$ cat config.mk
export PLATFORM = sky130hd
export DESIGN_NAME = gravity_ctrl
export DESIGN_NICKNAME = d
export VERILOG_FILES = /design/src/rtl/gravity_ctrl.sv
export SDC_FILE = /design/constraint.sdc
export NUM_CORES = 1
export LEC_CHECK = 0
export CORE_MARGIN = 4
export CORE_UTILIZATION = 46
export CTS_CLUSTER_SIZE = 25
export DETAILED_ROUTE_END_ITERATION = 6
export GPL_ROUTABILITY_DRIVEN = 0
export PLACE_DENSITY = 0.74
export SLEW_MARGIN = 25
export SYNTH_ARGS = -nofsm -noshare
export SYNTH_HDL_FRONTEND = slang
export SYNTH_SLANG_ARGS = --single-unit
$ cat constraint.sdc
create_clock -name clk -period 1.7 [get_ports clk]
set_input_delay 0.17 -clock clk [delete_from_list [all_inputs] [get_ports clk]]
set_output_delay 0.17 -clock clk [all_outputs]
set_load 0.03 [all_outputs]
$ cat src/rtl/gravity_ctrl.sv
// -----------------------------------------------------------------------------
// gravity_ctrl
//
// Gravity-flip controller for a platformer character. A rising edge on the
// switch button toggles gravity direction when the player is standing on an
// enabled platform line. If the player is airborne, the request is buffered
// for BUF_WIN cycles and fires as soon as the player lands. After every flip,
// a COOLDOWN window ignores further presses. While the player is dead, all
// control state is frozen.
//
// Ports
//   clk         in   clock; all state updates on the rising edge
//   reset       in   synchronous, active-low reset
//   is_dead     in   1 = player dead; freezes dir/state/timer/flip_count
//   switch      in   gravity-flip button (level)
//   lines       in   [NUM_LINES] per-line present mask
//   height      in   [Y_W] player height
//   dir         out  0 = downward gravity, 1 = upward gravity (registered)
//   grounded    out  player stands on an enabled line for current dir (comb.)
//   flip        out  1-cycle pulse in the cycle after dir toggles (registered)
//   busy        out  1 while a request is buffered or cooldown is running
//   flip_count  out  [CNT_W] saturating count of flips (registered)
// -----------------------------------------------------------------------------
module gravity_ctrl #(
  parameter int NUM_LINES = 3,
  parameter int Y_W       = 9,
  parameter int DN_OFFSET = 120,
  parameter int UP_OFFSET = 60,
  parameter int PITCH     = 120,
  parameter int BUF_WIN   = 8,    // 1..255
  parameter int COOLDOWN  = 4,    // 0..255
  parameter int CNT_W     = 8
) (
  input  logic                 clk,
  input  logic                 reset,
  input  logic                 is_dead,
  input  logic                 switch,
  input  logic [NUM_LINES-1:0] lines,
  input  logic [Y_W-1:0]       height,
  output logic                 dir,
  output logic                 grounded,
  output logic                 flip,
  output logic                 busy,
  output logic [CNT_W-1:0]     flip_count
);

  // Height comparisons run at least one bit wider than the height input so
  // that offset + k*PITCH never wraps back into the valid height range.
  localparam int CMP_W = (Y_W >= 32) ? Y_W + 1 : 32;

  localparam logic       HAS_COOLDOWN = (COOLDOWN != 0);
  localparam logic [7:0] BUF_RELOAD   = 8'(BUF_WIN - 1);
  localparam logic [7:0] CD_RELOAD    = 8'(COOLDOWN);

  typedef enum logic [1:0] {
    S_IDLE     = 2'd0,
    S_BUFFERED = 2'd1,
    S_COOLDOWN = 2'd2
  } state_t;

  // Where the machine lands after a flip: with no cooldown window there is
  // nothing to wait for, so it goes straight back to idle.
  localparam state_t     FLIP_STATE = HAS_COOLDOWN ? S_COOLDOWN : S_IDLE;
  localparam logic [7:0] FLIP_TIMER = HAS_COOLDOWN ? CD_RELOAD : 8'd0;

  // NOTE: declaration initializers give the registers their reset values at
  // power-up, so the block behaves identically with or without a reset edge.
  state_t           state    = S_IDLE;
  logic [7:0]       timer    = 8'd0;
  logic             dir_r    = 1'b0;
  logic             flip_r   = 1'b0;
  logic             busy_r   = 1'b0;
  logic [CNT_W-1:0] cnt_r    = '0;
  logic             switch_q = 1'b1;

  state_t           state_d;
  logic [7:0]       timer_d;
  logic             toggle;
  logic             req;

  assign dir        = dir_r;
  assign flip       = flip_r;
  assign busy       = busy_r;
  assign flip_count = cnt_r;

  // ---------------------------------------------------------------------------
  // Ground detection
  // ---------------------------------------------------------------------------
  function automatic logic [CMP_W-1:0] stand_height(input logic d, input int k);
    if (d) return CMP_W'(UP_OFFSET + k * PITCH);
    return CMP_W'(DN_OFFSET + k * PITCH);
  endfunction

  logic [CMP_W-1:0] height_ext;
  assign height_ext = CMP_W'(height);

  // NOTE: every variable written in an always_comb gets a default first, so
  // no path through the block can leave it unassigned and infer a latch.
  always_comb begin
    grounded = 1'b0;
    for (int k = 0; k < NUM_LINES; k++) begin
      if (lines[k] && (height_ext == stand_height(dir_r, k))) grounded = 1'b1;
    end
  end

  // ---------------------------------------------------------------------------
  // Next-state logic
  // ---------------------------------------------------------------------------
  assign req = switch & ~switch_q;

  always_comb begin
    state_d = state;
    timer_d = timer;
    toggle  = 1'b0;

    unique case (state)
      S_IDLE: begin
        if (req) begin
          if (grounded) begin
            toggle  = 1'b1;
            state_d = FLIP_STATE;
            timer_d = FLIP_TIMER;
          end else begin
            state_d = S_BUFFERED;
            timer_d = BUF_RELOAD;
          end
        end
      end

      S_BUFFERED: begin
        // Landing wins over a fresh press in the same cycle.
        if (grounded) begin
          toggle  = 1'b1;
          state_d = FLIP_STATE;
          timer_d = FLIP_TIMER;
        end else if (req) begin
          timer_d = BUF_RELOAD;
        end else if (timer == 8'd0) begin
          state_d = S_IDLE;
        end else begin
          timer_d = timer - 8'd1;
        end
      end

      S_COOLDOWN: begin
        // Presses are dropped here, not buffered.
        if (timer <= 8'd1) begin
          state_d = S_IDLE;
          timer_d = 8'd0;
        end else begin
          timer_d = timer - 8'd1;
        end
      end

      default: begin
        state_d = S_IDLE;
        timer_d = 8'd0;
      end
    endcase

    // A dead player freezes everything; any edge seen now is lost because
    // switch_q still tracks the button.
    if (is_dead) begin
      state_d = state;
      timer_d = timer;
      toggle  = 1'b0;
    end
  end

  // ---------------------------------------------------------------------------
  // State register
  // ---------------------------------------------------------------------------
  // NOTE: sequential state uses non-blocking assignments so every register
  // samples the pre-edge values, independent of statement order.
  always_ff @(posedge clk) begin
    if (!reset) begin
      state <= S_IDLE;
      timer <= 8'd0;
    end else begin
      state <= state_d;
      timer <= timer_d;
    end
  end

  // ---------------------------------------------------------------------------
  // Output registers
  // ---------------------------------------------------------------------------
  always_ff @(posedge clk) begin
    if (!reset) begin
      dir_r    <= 1'b0;
      flip_r   <= 1'b0;
      busy_r   <= 1'b0;
      cnt_r    <= '0;
      // A button held through reset must not look like a fresh press.
      switch_q <= 1'b1;
    end else begin
      switch_q <= switch;
      dir_r    <= dir_r ^ toggle;
      flip_r   <= toggle;
      busy_r   <= (state_d != S_IDLE);
      if (toggle && (cnt_r != '1)) cnt_r <= cnt_r + 1'b1;
    end
  end

endmodule
# == Word-level counts from Yosys, hierarchy flattened ==
# Cells that the tools add are included.
# W data, S select, Z words.
# totals
rom_bits,0
latchBits,0
memories,0
in_bits,16
mem_bits_rw,0
elab_cells,59
out_inout_bits,12
regBits,22
# classes
n_eq_ne,8
n_mux,29
n_mul,0
order_cmp,1
n_div,0
shift,0
n_reduce_logical,8
n_bitwise,4
addsub,2
# ops
cell,count
$mux W32,6
$eq A9 B32 Y1,3
$mux W8,5
$pmux W8 S3,1
$mux W2,8
$add A8 B1 Y8 const B,1
$le A8 B1 Y1 const B,1
$logic_not A8 Y1,1
$ne A8 B8 Y1 const B,1
$sub A8 B1 Y8 const B,1
$mux W1,7
$pmux W2 S3,1
$logic_and A1 B1 Y1,4
$ne A4 B4 Y1 const B,1
$reduce_and A3 Y1,1
$eq A2 B1 Y1 const B,1
$eq A2 B2 Y1 const B,1
$logic_not A2 Y1,1
$ne A2 B2 Y1 const B,1
$not A1 Y1,2
$pmux W1 S2,1
$reduce_bool A2 Y1,1
$and A1 B1 Y1,1
$xor A1 B1 Y1,1

# == Logic depth before layout (Yosys ltp) ==
# Gate-level depths: netlist (run 1).
# logic_depth
word_depth,12
depth_mapped,8
mapped_depth_nobuf,7

# == Worst setup path before layout (run 1) ==
# No wires, ideal clock.
# synth_path
kind,reg-to-reg
start,"reg dir_r, in the netlist dir"
end,reg timer[3]
setup_time_ps,118
n_path_buf,1
required_time_ps,1582
path_stages_with_launch,8
synth_period_minus_slack_ps,1950
path_slack_ps,-250
arrival_time_ps,1832
path_cell_list,dfxtp_1 and3b_1 o22ai_2 or3_1 buf_6 a311o_1 a32oi_1 nor2b_1
# synth_via
elab_chain_len,9
word_cells_on_any_way,17
classes_between,4 x eq/ne; 9 x mux; 4 x reduce/logical
# synth_lines
item,line,rtl
start: declaration,70,logic dir_r = 1'b0;
start signal: assignment,198,dir_r <= dir_r ^ toggle;
$mux W1 (*),90,if (d) return CMP_W'(UP_OFFSET + k * PITCH);
$mux W32,91,return CMP_W'(DN_OFFSET + k * PITCH);
$eq A9 B32 Y1,102,"if (lines[k] && (height_ext == stand_height(dir_r, k))) grounded = 1'b1;"
$logic_and A1 B1 Y1,102,
$mux W1 (2 in a row),102,
$mux W1 (*),102,
$ne A4 B4 Y1 (no line) or $mux W8 (tied branches),n/a,
$reduce_and A3 Y1 (no line) or $pmux W8 S3 (tied branches),n/a,
end signal: assignment,181,timer <= timer_d;
end: declaration,69,logic [7:0] timer = 8'd0;
# Mark *: on every way between the ends. The rest lies on a longest branch, timed or not.
# A chain may end at the register's enable or synchronous reset.

# == Worst setup path after layout (run 1) ==
# layout_path
start,"reg dir_r, in the netlist dir"
end,reg timer[0]
# layout_via
elab_chain_len,10
word_cells_on_any_way,19
classes_between,4 x eq/ne; 11 x mux; 4 x reduce/logical
# layout_lines
item,line,rtl
$mux W1 (*),90,
$mux W32,91,
$eq A9 B32 Y1,102,
$logic_and A1 B1 Y1,102,
$mux W1 (2 in a row),102,
$mux W1 (*),102,
$mux W2,119,if (grounded) begin
$mux W8,118,if (req) begin
$pmux W8 S3,116,unique case (state)
# Mark *: on every way between the ends. The rest lies on a longest branch, timed or not. The select of a mux whose other input is x is not followed.

==> results of run 1 <==
[metal layers]
| layer | global-route usage, % | up-vias | part of all wire (%) |
|---|---|---|---|
| met3 | 4.50 | 15 | 6.1 |
| li1 | - | 704 | - |
| met2 | 34.4 | 59 | 49 |
| met5 | 0 | - | 0 |
| met4 | 6.34 | 0 | 2.4 |
| met1 | 23.7 | 674 | 42 |
[cells in the final DEF (no fill, tap or decap), drive strengths merged, types with 2 or more instances in the layout]
| cell type | n |
|---|---|
| nor2 | 8 |
| ha | 4 |
| o22ai | 2 |
| xnor2 | 3 |
| clkbuf | 4 |
| o21a | 2 |
| or3 | 5 |
| clkdlybuf4s50 | 23 |
| nor2b | 5 |
| inv | 6 |
| or2 | 2 |
| nand3 | 12 |
| nand2 | 15 |
| and2b | 2 |
| o31ai | 3 |
| nand2b | 2 |
| dlygate4sd2 | 2 |
| and2 | 7 |
| a21boi | 6 |
| o2111ai | 3 |
| nand4 | 2 |
| o21ai | 11 |
| and3b | 2 |
| a32oi | 3 |
| nor3 | 3 |
| dfxtp | 22 |
| and3 | 3 |
| a21oi | 2 |
| buf | 35 |
| xor2 | 2 |
[power by group through the flow]
| stage | Combinational (mW) | Clock (mW) | Sequential, mW |
|---|---|---|---|
| after floorplan | 0.0606 | 0 | 0.532 |
| final | 0.136 | 0.259 | 0.520 |
| after global placement | 0.128 | 0 | 0.531 |
| after CTS | 0.132 | 0.258 | 0.520 |
| after detailed placement | 0.131 | 0 | 0.531 |
| after global routing | 0.147 | 0.275 | 0.521 |
[worst max-delay path: cells and delay by family, from the launching register on]
family / cells / cell delay, ns
and+or+nand+nor: 3 / 0.81
DFF: 1 / 0.37
AOI/OAI and AO/OA: 3 / 0.60
[cells by family (layout without fill, tap and decap cells)]
logic type               after synthesis  after routing  synth area share, %
AND/OR/NAND/NOR                       72             73                 31.4
AO/OA/AOI/OAI                         43             43                 24.7
flip-flops                            22             22                 31.9
buffers and inverters                 13             71                 4.53
XOR/XNOR                               5              5                 3.17
adder cells (fa/ha/maj)                4              4                 3.63
multiplexers                           1              1                0.725
[cell type report]
class	instances	share of cell area [%]
Inverter	6	1.35
Sequential cell	22	21.9
Clock buffer	4	1.29
Timing Repair Buffer	61	27.1
Multi-Input combinational cell	126	46.4
Tap cell	31	1.90
[repair_timing]
action	in CTS	in global routing
gates resized for setup	12	15
setup buffers	8	2
endpoints found under the setup margin	17	21
hold endpoints to repair	0	0
gates cloned	1	0
hold buffers	0	0
pin swaps	23	10
[per-stage QoR]
step                hold slack [ns]  instances  util (%)  power (mW)
floorplan                     0.271        160         -       0.593
global placement              0.478        236      65.9       0.659
detailed placement            0.479        236      65.9       0.663
CTS                           0.498        248      70.1       0.910
global route                  0.530        250      72.7       0.943
finish                        0.499        250      72.7       0.915
[registers in the layout, summed over array words and instances (netlist names)]
signal and cells:
flip_count 8, state 2, busy 1, timer 8
dir 1, switch_q 1, flip 1
[how the worst min path moves through the flow]
stage / startpoint / endpoint / slack [ns]
2_1_floorplan: switch / switch_q$_SDFF_PN1_ / 0.27
3_3_place_gp: timer[6]$_SDFFE_PN0P_ / timer[6]$_SDFFE_PN0P_ / 0.48
3_5_place_dp: timer[6]$_SDFFE_PN0P_ / timer[6]$_SDFFE_PN0P_ / 0.48
4_1_cts: timer[6]$_SDFFE_PN0P_ / timer[6]$_SDFFE_PN0P_ / 0.50
5_1_grt: timer[6]$_SDFFE_PN0P_ / timer[6]$_SDFFE_PN0P_ / 0.53
6_report: timer[6]$_SDFFE_PN0P_ / timer[6]$_SDFFE_PN0P_ / 0.50
==> metrics.md, run 1 <==
| Metric | Value |
|---|---|
| R2r startpoint | dir$_SDFF_PN0_ |
| Reg2reg setup slack | -0.12 ns |
| End point of the critical path | timer[0]$_SDFFE_PN0P_ |
| Post-synth top cells | 22 x dfxtp_1, 13 x nand2_1, 11 x nand3_1 |
| Vias per cell | 5.81 |
| Final WL | 3.76 mm |
| 1st-pass router iterations | 5 |
| Cell Area, Synth | 1380 sq um |
| Pint | 0.686 mW |
| Status | finished, violations left |
| Initial Utilization | 49.2% |
| Sink Count | 22 |
| Layout fillers | 220 |
| H-tree lvl count | 1 |
| Number of synthesized flops with an enable pin | 0 |
| Pre-CTS setup slack | -0.556 ns |
| Fmax | 549 MHz |
| Leakage power | 0.878 nW |
| Setup total negative slack | -0.917 ns |
| Clk_lat worst skew | 0.32 ns |
| First-pass GRT wire length | 6.40 mm |
| Count leader, synth | dfxtp_1 |
| Std cell rows | 19 |
| Top-area cell type share of the netlist area | 31.9% |
| Post-Synthesis Net Count | 180 |
| Slew @ Worst Pin | 0.378 ns |
| Cells after Synth | 160 |
| Final setup viols | 17 |
| Post-synthesis async set-or-reset flop share | 0% |
| Inserted Clock Buffers | 3 |
| Min Tclk post-route | 1.82 ns |
| PwrDens | 449 nW/um^2 |
| Fraction of layout cells with a size suffix above 1 | 30.1% |
| Crit. End Element | register |
| Placed cell area | 1850 sq um |
| Relative slew slack | 74.8% |
| Clock root buffer | clkbuf_4 |
| RR Endpoint | timer[0]$_SDFFE_PN0P_ |
| CORE AREA | 2810 sq um |
| Largest net degree at the start of global routing | 17 |
| Final worst slack | -0.122 ns |
| Sw Share | 25.1% |
| Clock Tree Buf Depth | 2 |
| Slew Viols, Final | 0 |
| Leading register cell type out of synthesis | dfxtp_1 |
| Max VDD drop | 0.000488 V |
| Number of global-route vias before repair | 1449 |
| Drt first-iter violations | 100 |
| DRC | 0 |
| Switching power | 0.229 mW |
| Area occupied by multi-input gates | 946 sq um |
| Crit Path Category | register to register |
| Antenna Cells | 0 |
| MaxCap Viol Count | 0 |
| Reg2Reg Depth | 6 |
| Hold-critical path depth | 2 |
| Ranking of synthesized cells by area | dfxtp_1 32%, nand3_1 4.0%, ha_1 3.6% |
| Share of the yosys chip area belonging to registers | 31.9% |
| CP startpoint | dir$_SDFF_PN0_ |
| CTS tree | built |
| Post-DP HPWL | 2.62 mm |
| CP arrival | 2.09 ns |
| Post-synthesis sequential element count | 22 |
| Power share of the sequential group | 56.8% |
| # nets final | 240 |
| Initial antenna violation count | 0 |
| CP required | 1.97 ns |
| Worst Hold Class | register to register |
| Cell area after layout | 2040 sq um |
| Die Y | 62.8 um |
| IO Port Bufs | 27 |
| Syn. warnings | 0 |
| Antenna-violating nets left | 0 |
| Logic pwr share | 14.9% |
| Largest stage delay, worst path | 0.40 ns |
| Final hold vios | 0 |
| GRT Util Overall | 19.7% |
| Clock transition at path regs | 0.13 ns |
| IO Count | 28 |
| Area Overhead vs Synth | 47.7% |
| Clock Power Share | 28.3% |
| Fin crit share | 107% |
| Post-synth top area cell | dfxtp_1 |
| Gr ovfl total | 0 |
| Worst-path maximum fanout | 5 |
| Crit-path cells | nor3b_2 > o22ai_2 > or3_4 > a311oi_2 > and4_1 > a31o_1 |
| Die area | 3940 sq um |
| Failing checks | setup timing |
| RSZ-0062 raised after global routing | true |
| Routed len/inst | 15.1 um |
| Register Area | 447 sq um |
| Setup crit start kind | register |
| Clk_skew | 0.00886 ns |
| Slowest cell on crit path | a311oi_2 |
| Vias after detailed routing | 1452 |
| Synth Area per Inst | 8.63 sq um |
| Die width | 62.8 um |
| Post-synth cell types | 56 |
Note: power is estimated with default switching activity, not from simulation.
==> run 2: changes to the inputs <==
--- a/config.mk
+++ b/config.mk
@@ -5,6 +5,7 @@
 export SDC_FILE = /design/constraint.sdc
 export NUM_CORES = 1
 export LEC_CHECK = 0
+export ABC_CLOCK_PERIOD_IN_PS = 1700
 export CORE_MARGIN = 4
 export CORE_UTILIZATION = 46
 export CTS_CLUSTER_SIZE = 25
==> results of run 2 <==
No change in the layout: final DEF, timing and power equal those of run 1.
==> run 3: changes to the inputs <==
--- a/config.mk
+++ b/config.mk
@@ -6,6 +6,7 @@
 export NUM_CORES = 1
 export LEC_CHECK = 0
 export ABC_CLOCK_PERIOD_IN_PS = 1700
+export CAP_MARGIN = 25
 export CORE_MARGIN = 4
 export CORE_UTILIZATION = 46
 export CTS_CLUSTER_SIZE = 25
==> results of run 3 <==
No change in the layout: final DEF, timing and power equal those of run 1.
